===== config.mk =====
export PLATFORM = sky130hd
export DESIGN_NAME = bytecode_sequencer
export DESIGN_NICKNAME = d
export VERILOG_FILES = /design/src/rtl/seq_pkg.sv /design/src/rtl/opnd_collector.sv /design/src/rtl/bytecode_sequencer.sv
export SDC_FILE = /design/constraint.sdc
export NUM_CORES = 1
export LEC_CHECK = 0
export BUFFER_PORTS_ARGS = -buffer_cell sky130_fd_sc_hd__buf_4
export CORE_MARGIN = 4
export CORE_UTILIZATION = 30
export CTS_BUF_LIST = sky130_fd_sc_hd__clkbuf_2 sky130_fd_sc_hd__clkbuf_4 sky130_fd_sc_hd__clkbuf_8
export CTS_CLUSTER_SIZE = 14
export DETAILED_ROUTE_END_ITERATION = 7
export GPL_TIMING_DRIVEN = 0
export REMOVE_ABC_BUFFERS = 1
export SYNTH_ARGS = -nofsm -noshare
export SYNTH_HDL_FRONTEND = slang
export SYNTH_HIERARCHICAL = 1
export SYNTH_SLANG_ARGS = --single-unit

===== constraint.sdc =====
create_clock -name clk -period 2.01 [get_ports clk]
set_input_delay 0.201 -clock clk [delete_from_list [all_inputs] [get_ports clk]]
set_output_delay 0.201 -clock clk [all_outputs]
set_load 0.01 [all_outputs]

===== src/rtl/seq_pkg.sv =====
// Shared definitions for the bytecode decode sequencer: state encoding,
// prefix opcodes and the operand-count width helper.
package seq_pkg;

    localparam logic [1:0] FETCH_OP     = 2'd0;
    localparam logic [1:0] FETCH_PARAMS = 2'd1;
    localparam logic [1:0] ITERATE      = 2'd2;

    localparam logic [7:0] WIDE_OPCODE_DEF = 8'hC4;
    localparam logic [7:0] NOP_OPCODE_DEF  = 8'h00;

    // Bits needed to hold a byte count in the range 0..max_bytes.
    function automatic int unsigned cnt_w(input int unsigned max_bytes);
        return $clog2(max_bytes + 1);
    endfunction

endpackage


===== src/rtl/opnd_collector.sv =====
// Operand byte buffer: writes one byte at a given index, clears all bytes on request.
module opnd_collector #(
    parameter int unsigned NBYTES = 4,
    parameter int unsigned IW     = 3
) (
    input  logic                  clk,
    input  logic                  reset,
    input  logic                  clr_i,
    input  logic                  wr_i,
    input  logic [IW-1:0]         idx_i,
    input  logic [7:0]            data_i,
    output logic [8*NBYTES-1:0]   bytes_o
);

    logic [8*NBYTES-1:0] bytes_q;

    always_ff @(posedge clk) begin
        if (!reset) begin
            bytes_q <= '0;
        end else if (clr_i) begin
            bytes_q <= '0;
        end else if (wr_i) begin
            for (int i = 0; i < int'(NBYTES); i++) begin
                if (idx_i == IW'(i)) begin
                    bytes_q[8*i +: 8] <= data_i;
                end
            end
        end
    end

    assign bytes_o = bytes_q;

endmodule


===== src/rtl/bytecode_sequencer.sv =====
// Bytecode front-end decode sequencer: fetches opcode (with WIDE prefix) and
// operands over a byte handshake, then walks the microcode address chain.
module bytecode_sequencer
    import seq_pkg::*;
#(
    parameter int unsigned ADR_W          = 8,
    parameter int unsigned PARAM_LEN      = 3,
    parameter int unsigned MAX_OPND_BYTES = 4,
    parameter logic [7:0]  WIDE_OPCODE    = WIDE_OPCODE_DEF,
    parameter logic [7:0]  NOP_OPCODE     = NOP_OPCODE_DEF
) (
    input  logic                              clk,
    input  logic                              reset,
    input  logic                              ib_valid,
    input  logic [7:0]                        ib_data,
    output logic                              ib_ready,
    input  logic [PARAM_LEN-1:0]              param_count,
    input  logic [ADR_W-1:0]                  useq_next,
    output logic [ADR_W-1:0]                  useq_adr,
    output logic                              useq_valid,
    input  logic                              useq_ready,
    output logic [7:0]                        jvm_opcode,
    output logic [8*MAX_OPND_BYTES-1:0]       operands,
    output logic [cnt_w(MAX_OPND_BYTES)-1:0]  opnd_count,
    output logic                              is_wide,
    output logic                              illegal,
    output logic                              busy
);

    localparam int unsigned CW = cnt_w(MAX_OPND_BYTES);
    localparam int unsigned NW = PARAM_LEN + 1;

    logic [1:0]       state_q,   state_d;
    logic             wide_q,    wide_d;
    logic [7:0]       opcode_q,  opcode_d;
    logic             is_wide_q, is_wide_d;
    logic [CW-1:0]    cnt_q,     cnt_d;
    logic [CW-1:0]    idx_q,     idx_d;
    logic [ADR_W-1:0] adr_q,     adr_d;
    logic             illegal_q, illegal_d;

    logic          ib_fire_c;
    logic          useq_fire_c;
    logic [NW-1:0] n_c;
    logic          clr_c;
    logic          wr_c;

    assign ib_ready    = (state_q == FETCH_OP) || (state_q == FETCH_PARAMS);
    assign useq_valid  = (state_q == ITERATE);
    assign ib_fire_c   = ib_valid && ib_ready;
    assign useq_fire_c = useq_valid && useq_ready;
    // One extra bit so the WIDE doubling cannot overflow.
    assign n_c         = NW'(param_count) << wide_q;

    always_ff @(posedge clk) begin
        if (!reset) begin
            state_q   <= FETCH_OP;
            wide_q    <= 1'b0;
            opcode_q  <= '0;
            is_wide_q <= 1'b0;
            cnt_q     <= '0;
            idx_q     <= '0;
            adr_q     <= '0;
            illegal_q <= 1'b0;
        end else begin
            state_q   <= state_d;
            wide_q    <= wide_d;
            opcode_q  <= opcode_d;
            is_wide_q <= is_wide_d;
            cnt_q     <= cnt_d;
            idx_q     <= idx_d;
            adr_q     <= adr_d;
            illegal_q <= illegal_d;
        end
    end

    always_comb begin
        state_d   = state_q;
        wide_d    = wide_q;
        opcode_d  = opcode_q;
        is_wide_d = is_wide_q;
        cnt_d     = cnt_q;
        idx_d     = idx_q;
        adr_d     = adr_q;
        illegal_d = 1'b0;
        clr_c     = 1'b0;
        wr_c      = 1'b0;
        case (state_q)
            FETCH_OP: begin
                if (ib_fire_c) begin
                    if (ib_data == WIDE_OPCODE) begin
                        wide_d = 1'b1;
                    end else if (ib_data != NOP_OPCODE) begin
                        opcode_d  = ib_data;
                        is_wide_d = wide_q;
                        cnt_d     = CW'(n_c);
                        idx_d     = '0;
                        clr_c     = 1'b1;
                        if (32'(n_c) > MAX_OPND_BYTES) begin
                            illegal_d = 1'b1;
                            wide_d    = 1'b0;
                        end else if (n_c == '0) begin
                            state_d = ITERATE;
                            adr_d   = ADR_W'(ib_data);
                        end else begin
                            state_d = FETCH_PARAMS;
                        end
                    end
                end
            end
            FETCH_PARAMS: begin
                if (ib_fire_c) begin
                    wr_c  = 1'b1;
                    idx_d = idx_q + CW'(1);
                    if (idx_q == cnt_q - CW'(1)) begin
                        state_d = ITERATE;
                        adr_d   = ADR_W'(opcode_q);
                    end
                end
            end
            ITERATE: begin
                // is_wide keeps describing the finished opcode until the next latch.
                if (useq_fire_c) begin
                    if (useq_next == '0) begin
                        state_d = FETCH_OP;
                        wide_d  = 1'b0;
                    end else begin
                        adr_d = useq_next;
                    end
                end
            end
            default: begin
                state_d = FETCH_OP;
            end
        endcase
    end

    opnd_collector #(
        .NBYTES (MAX_OPND_BYTES),
        .IW     (CW)
    ) u_opnd_collector (
        .clk     (clk),
        .reset   (reset),
        .clr_i   (clr_c),
        .wr_i    (wr_c),
        .idx_i   (idx_q),
        .data_i  (ib_data),
        .bytes_o (operands)
    );

    assign useq_adr   = adr_q;
    assign jvm_opcode = opcode_q;
    assign opnd_count = cnt_q;
    assign is_wide    = is_wide_q;
    assign illegal    = illegal_q;
    assign busy       = (state_q != FETCH_OP) || wide_q;

endmodule


* Yosys cells after proc, flatten, opt, wreduce, memory -nomap -nowiden
Cells that the tools add are included.
** Storage, ports and cells
- Bits in registers :: 59
- Bits of input ports :: 23
- Output and inout port bits :: 56
- Word-level logic and storage cells :: 103
** Operators by class
- Add/sub/neg operators :: 2
- Magnitude comparators :: 1
- Eq/ne operators :: 19
- Shift-type cells :: 1
- Multiplexer cells :: 39
- Bitwise logic cells :: 5
- Reductions and logical operators :: 24
** Operators by type and width (count)
- $mux W8 :: 9
- $pmux W8 S3 :: 1
- $mux W2 :: 9
- $mux W1 :: 13
- $mux W3 :: 4
- $ne A2 B1 Y1 const B :: 5
- $ne A2 B2 Y1 const B :: 5
- $reduce_and A10 Y1 :: 1
- $eq A8 B8 Y1 const B :: 1
- $logic_not A8 Y1 :: 1
- $reduce_and A2 Y1 :: 4
- $reduce_and A8 Y1 :: 1
- $reduce_bool A8 Y1 :: 1
- $eq A3 B2 Y1 const B :: 2
- $ne A3 B1 Y1 const B :: 2
- $pmux W2 S3 :: 1
- $pmux W3 S2 :: 1
- $reduce_and A6 Y1 :: 1
- $reduce_bool A2 Y1 :: 3
- $not A1 Y1 :: 5
- $reduce_and A5 Y1 :: 1
- $reduce_or A5 Y1 :: 1
- $gt A4 B3 Y1 const B :: 1
- $logic_not A4 Y1 :: 1
- other kinds (15) :: 17

* Logic depth before layout (Yosys ltp)
- Depth in word-level cells :: 8
- Gate-level depth with buffers :: 8
- Depth with buffers taken out :: 7

* Hierarchy
Netlist, hierarchy kept.
** Modules (own cells, without submodules)
- bytecode_sequencer :: instances 1, cells an instance 189, area an instance 1541.5 µm², seq. area each 540.5 µm²
- opnd_collector :: instances 1, cells an instance 123, area an instance 1382.6 µm², seq. area each 640.6 µm²

* Least setup slack after synthesis
No wires, ideal clock.
- Path type :: flip-flop to flip-flop
- Start point :: register state_q[1]
- End point :: register u_opnd_collector.bytes_q[0] (netlist: u_opnd_collector/bytes_o[0])
- Library setup time :: 122 ps
- Arrival time :: 1850 ps
- Required time :: 1888 ps
- Setup slack :: 38 ps
- Cell stages (with the launch flop) :: 8
- Buffers on the path :: 2
- Clock period less this slack :: 1972 ps
- Path through :: dfxtp_1 inv_1 ha_1 clkbuf_1 and2_1 or4b_1 buf_6 mux2i_1
** On the way
- Longest elaborated chain between the ends :: 6
- Elaborated cells between the ends (all ways) :: 10
- Those cells by class :: 1 x eq/ne; 4 x mux; 5 x reduce/logical
** Ends and longest elaborated chain
- start: declaration :: line bytecode_sequencer.sv:33 : logic [1:0] state_q, state_d;
- start signal: assignment :: line bytecode_sequencer.sv:66 : state_q <= state_d;
- $eq A2 B1 Y1 / $logic_not A2 Y1 (equally long branches) :: line bytecode_sequencer.sv:48, bytecode_sequencer.sv:88
- $logic_or A1 B1 Y1 :: line bytecode_sequencer.sv:48 : assign ib_ready = (state_q == FETCH_OP) || (state_q == FETCH_PARAMS);
- $logic_and A1 B1 Y1 :: line bytecode_sequencer.sv:50 : assign ib_fire_c = ib_valid && ib_ready;
- $mux W1 :: line bytecode_sequencer.sv:112 : if (ib_fire_c) begin
- $mux W1 (*) :: line bytecode_sequencer.sv:88 : case (state_q)
- via wr_c :: line bytecode_sequencer.sv:46 : logic wr_c;
- $reduce_and A2 Y1 (no line) (*)
- end signal: indexed assignment :: line opnd_collector.sv:25 : bytes_q[8*i +: 8] <= data_i;
- end: declaration :: line opnd_collector.sv:15 : logic [8*NBYTES-1:0] bytes_q;
Mark *: on every way through the listed nets, which the timed path passes. The rest lies on a longest branch.
A chain may end at the register's enable or synchronous reset.

* Final worst setup path
- Start point :: register idx_q[2]
- End point :: register state_q[0]
** On the way
- Longest elaborated chain between the ends :: 3
** Ends and longest elaborated chain
- start: declaration :: line bytecode_sequencer.sv:38 : logic [CW-1:0] idx_q, idx_d;
- start signal: assignment :: line bytecode_sequencer.sv:71 : idx_q <= idx_d;
- $eq A3 B3 Y1 :: line bytecode_sequencer.sv:115 : if (idx_q == cnt_q - CW'(1)) begin
- $ne A2 B1 Y1 (no line)
- $reduce_and A8 Y1 (no line)
Every way passes these cells.

==> run metrics <==
outcome completed; hold endpoint jvm_opcode[3]; Layout Nets 414; final setup fails 0; Longest Clk Path Bufs 2; pre-CTS WS -0.5493 ns; Primary FF master, synth dfxtp_1; FP Rows 35; drt drc 0; Synth Warn # 6; Final Hold Vio Count 0; gr usage total 14.33%; Avg Cell Area, Syn 9.372 um2; hold-fix buffers at CTS 0; Post-synth EDFFs 0; worst hold path type primary input to register; Yosys top cell area share 40.39%; Max Transition Viols Final 0; share of post-route cells with drive strength above 1 30.43%; pin count of the biggest net entering global routing 64; Final min period 1.878 ns; Arr. time, crit path 2.15 ns; DR vias/cell 5.008; switch share 33.69%; Synth area leaders dfxtp_1, mux2i_1, nand3b_1; top-count cell post-synth dfxtp_1; Worst R2R Path Depth 5; worst-path cell with the longest stage delay xor3_1; Synth cell types 46; WS Path Type register to register; IO Port Bufs 78; utilization after layout 41.74%; CP max stage delay 0.44 ns; Die Y 106.7 um; clk sinks 59; Int Pwr 2.546 mW; Reg2Reg Capture Point state_q[0]; routed wire length 8.091 mm; Area Growth Syn to Fin 33.76%; hold_sp ib_data[3]; synthesized area 2924 um2; Hold Crit Depth 3; critical path peak fanout 9; CTS Buf Count 9; Final Skew 0.007182 ns; CP cell instances xor3_1 > o31ai_2 > nor2b_1 > o211a_1 > mux2i_1; R2R Path Start idx_q[2]; CP startpoint kind register; initial core utilization 31.20%; Req. time, crit path 2.28 ns; worst setup margin 0.1320 ns; drt first pass iters 4; Die Wd 106.7 um; number of H-tree levels 3; die area 11390 um2; ys async rst share 0%; Antenna diodes 0; fmax 532.5 MHz; Setup crit end kind register; Seq cells post-synth 59; drt initial violations 84; RePlAce Congestion 0.7965; Sequential Power Share 35.0%; Clk pwr share 28.5%; DRT antenna net count 0; commonest cells in the netlist dfxtp_1, mux2i_1, nand3b_1; max_slew headroom 57.72%; CTS tree yes; area leader, netlist dfxtp_1; switching power total 1.294 mW; overall power 3.840 mW; clock-pin slew on the worst setup and hold paths 0.07 ns; family with the most delay on the worst path compound AO/OA/AOI/OAI gates; final period utilization 93.43%; Fill cells 966; initial antenna violation count 0; setup slack, reg-to-reg 0.13 ns; Leak 1.708 nW; Combinational Power Share 36.6%; wire length per cell 15.56 um; total negative slack 0 ns; worst slew pin tran 0.6342 ns; VDD IR max 0.3609 mV; Clock Latency Late Sink 0.34 ns; Core Box Area 9371 um2; PwrDens 981.7 nW/um2; Root Buffer Master clkbuf_8; vias in the first global route 2478; Max Cap Viol 0; total global routing overflow 0; Seq. cell area 1182 um2; post-DP HPWL 5.590 mm; vias post-DR 2604; sequential-to-total area share from yosys stat 40.39%; io pins 79; CP bufs+invs 0; Syn Inst Count 312; first-pass GRT wire length 12.94 mm; multi-input logic area 1655 um2
## through the flow
stage / hold slack (ns) / cells / instance area (um2)
finish: 0.1394 / 520 / 3911
global route: 0.1335 / 520 / 3911
CTS: 0.1218 / 517 / 3872
detailed placement: 0.4575 / 496 / 3596
global placement: 0.4508 / 495 / 3563
floorplan: 0.3370 / 288 / 2816
## power groups by stage
stage	Combinational (mW)	Clock, mW	Sequential [mW]
floorplan	0.759	0	1.39
global placement	1.21	0	1.36
detailed placement	1.26	0	1.37
CTS	1.32	1.12	1.34
global route	1.52	1.18	1.36
finish	1.40	1.09	1.34
## state kept, by name, summed over array words and instances (netlist names)
register,flops
u_opnd_collector/bytes_o,32
jvm_opcode,8
useq_adr,8
idx_q,3
opnd_count,3
state_q,2
illegal,1
is_wide,1
wide_q,1
## per-layer routing
layer / track usage [%] / up-vias / routed length, um
li1: - / 1284 / -
met1: 18.88 / 1258 / 3978
met2: 22.30 / 51 / 3616
met3: 4.094 / 11 / 393
met4: 5.297 / 0 / 102
met5: 0 / - / 0
## logic make-up (layout without fill, tap and decap cells)
logic type               after synthesis  after routing  share of synthesized area (%)
AO/OA/AOI/OAI                         61             61                          14.08
XOR/XNOR                               3              3                          1.412
adder cells (fa/ha/maj)                5              5                          2.139
buffers and inverters                 35            114                          5.092
flip-flops                            59             59                          40.39
multiplexers                          44             44                          15.06
AND/OR/NAND/NOR                      105            105                          21.82
## placed cells by master, fill, tap and decap left out, types with 4 or more instances in the layout
cell type  Yosys  final
a22oi_1        8      8
nand2_1       31     30
nor2_1        10      9
dfxtp_1       59     58
o211ai_1       9      9
inv_1         11     11
buf_4          0     86
nand3_1        4      4
clkbuf_8       0     10
o21ai_0       14     13
nand3b_1      40     40
a21oi_1       17     17
mux2i_1       44     44
## repair_timing
action                                  4_1_cts  5_1_grt
endpoints found under the hold margin         0        0
endpoints found under the setup margin       54       42
resized for setup                             8        5
gates cloned                                  0        0
pin swaps                                     3        2
setup buffers                                 5        3
## worst reg2reg max path, cell delays in order (launching register included)
cell     delay, ns
dfxtp_2       0.42
xor3_1        0.45
o31ai_2       0.33
nor2b_1       0.23
o211a_1       0.21
mux2i_1       0.18
## worst max path at each step
stage | start | slack [ns] | to | cells after the start
final | idx_q[2] | 0.13 | state_q[0] | 5
after global routing | state_q[1] | -0.002 | u_opnd_collector/bytes_o[21] | 7
after CTS | state_q[0] | 0.01 | useq_adr[4] | 7
after detailed placement | state_q[1] | -0.55 | u_opnd_collector/bytes_o[11] | 5
after global placement | state_q[1] | -1.27 | u_opnd_collector/bytes_o[20] | 6
after floorplan | state_q[1] | -0.27 | u_opnd_collector/bytes_o[10] | 6
## layout make-up
cell class	instances	share of cell area, %
flip-flops and latches	59	30.23
clock buffers	11	3.711
inverters	11	1.056
well taps	129	4.127
repair buffers	87	17.21
multi-input cells	218	42.32
clock inverters	5	1.344
Power figures use the tool's default switching activity.
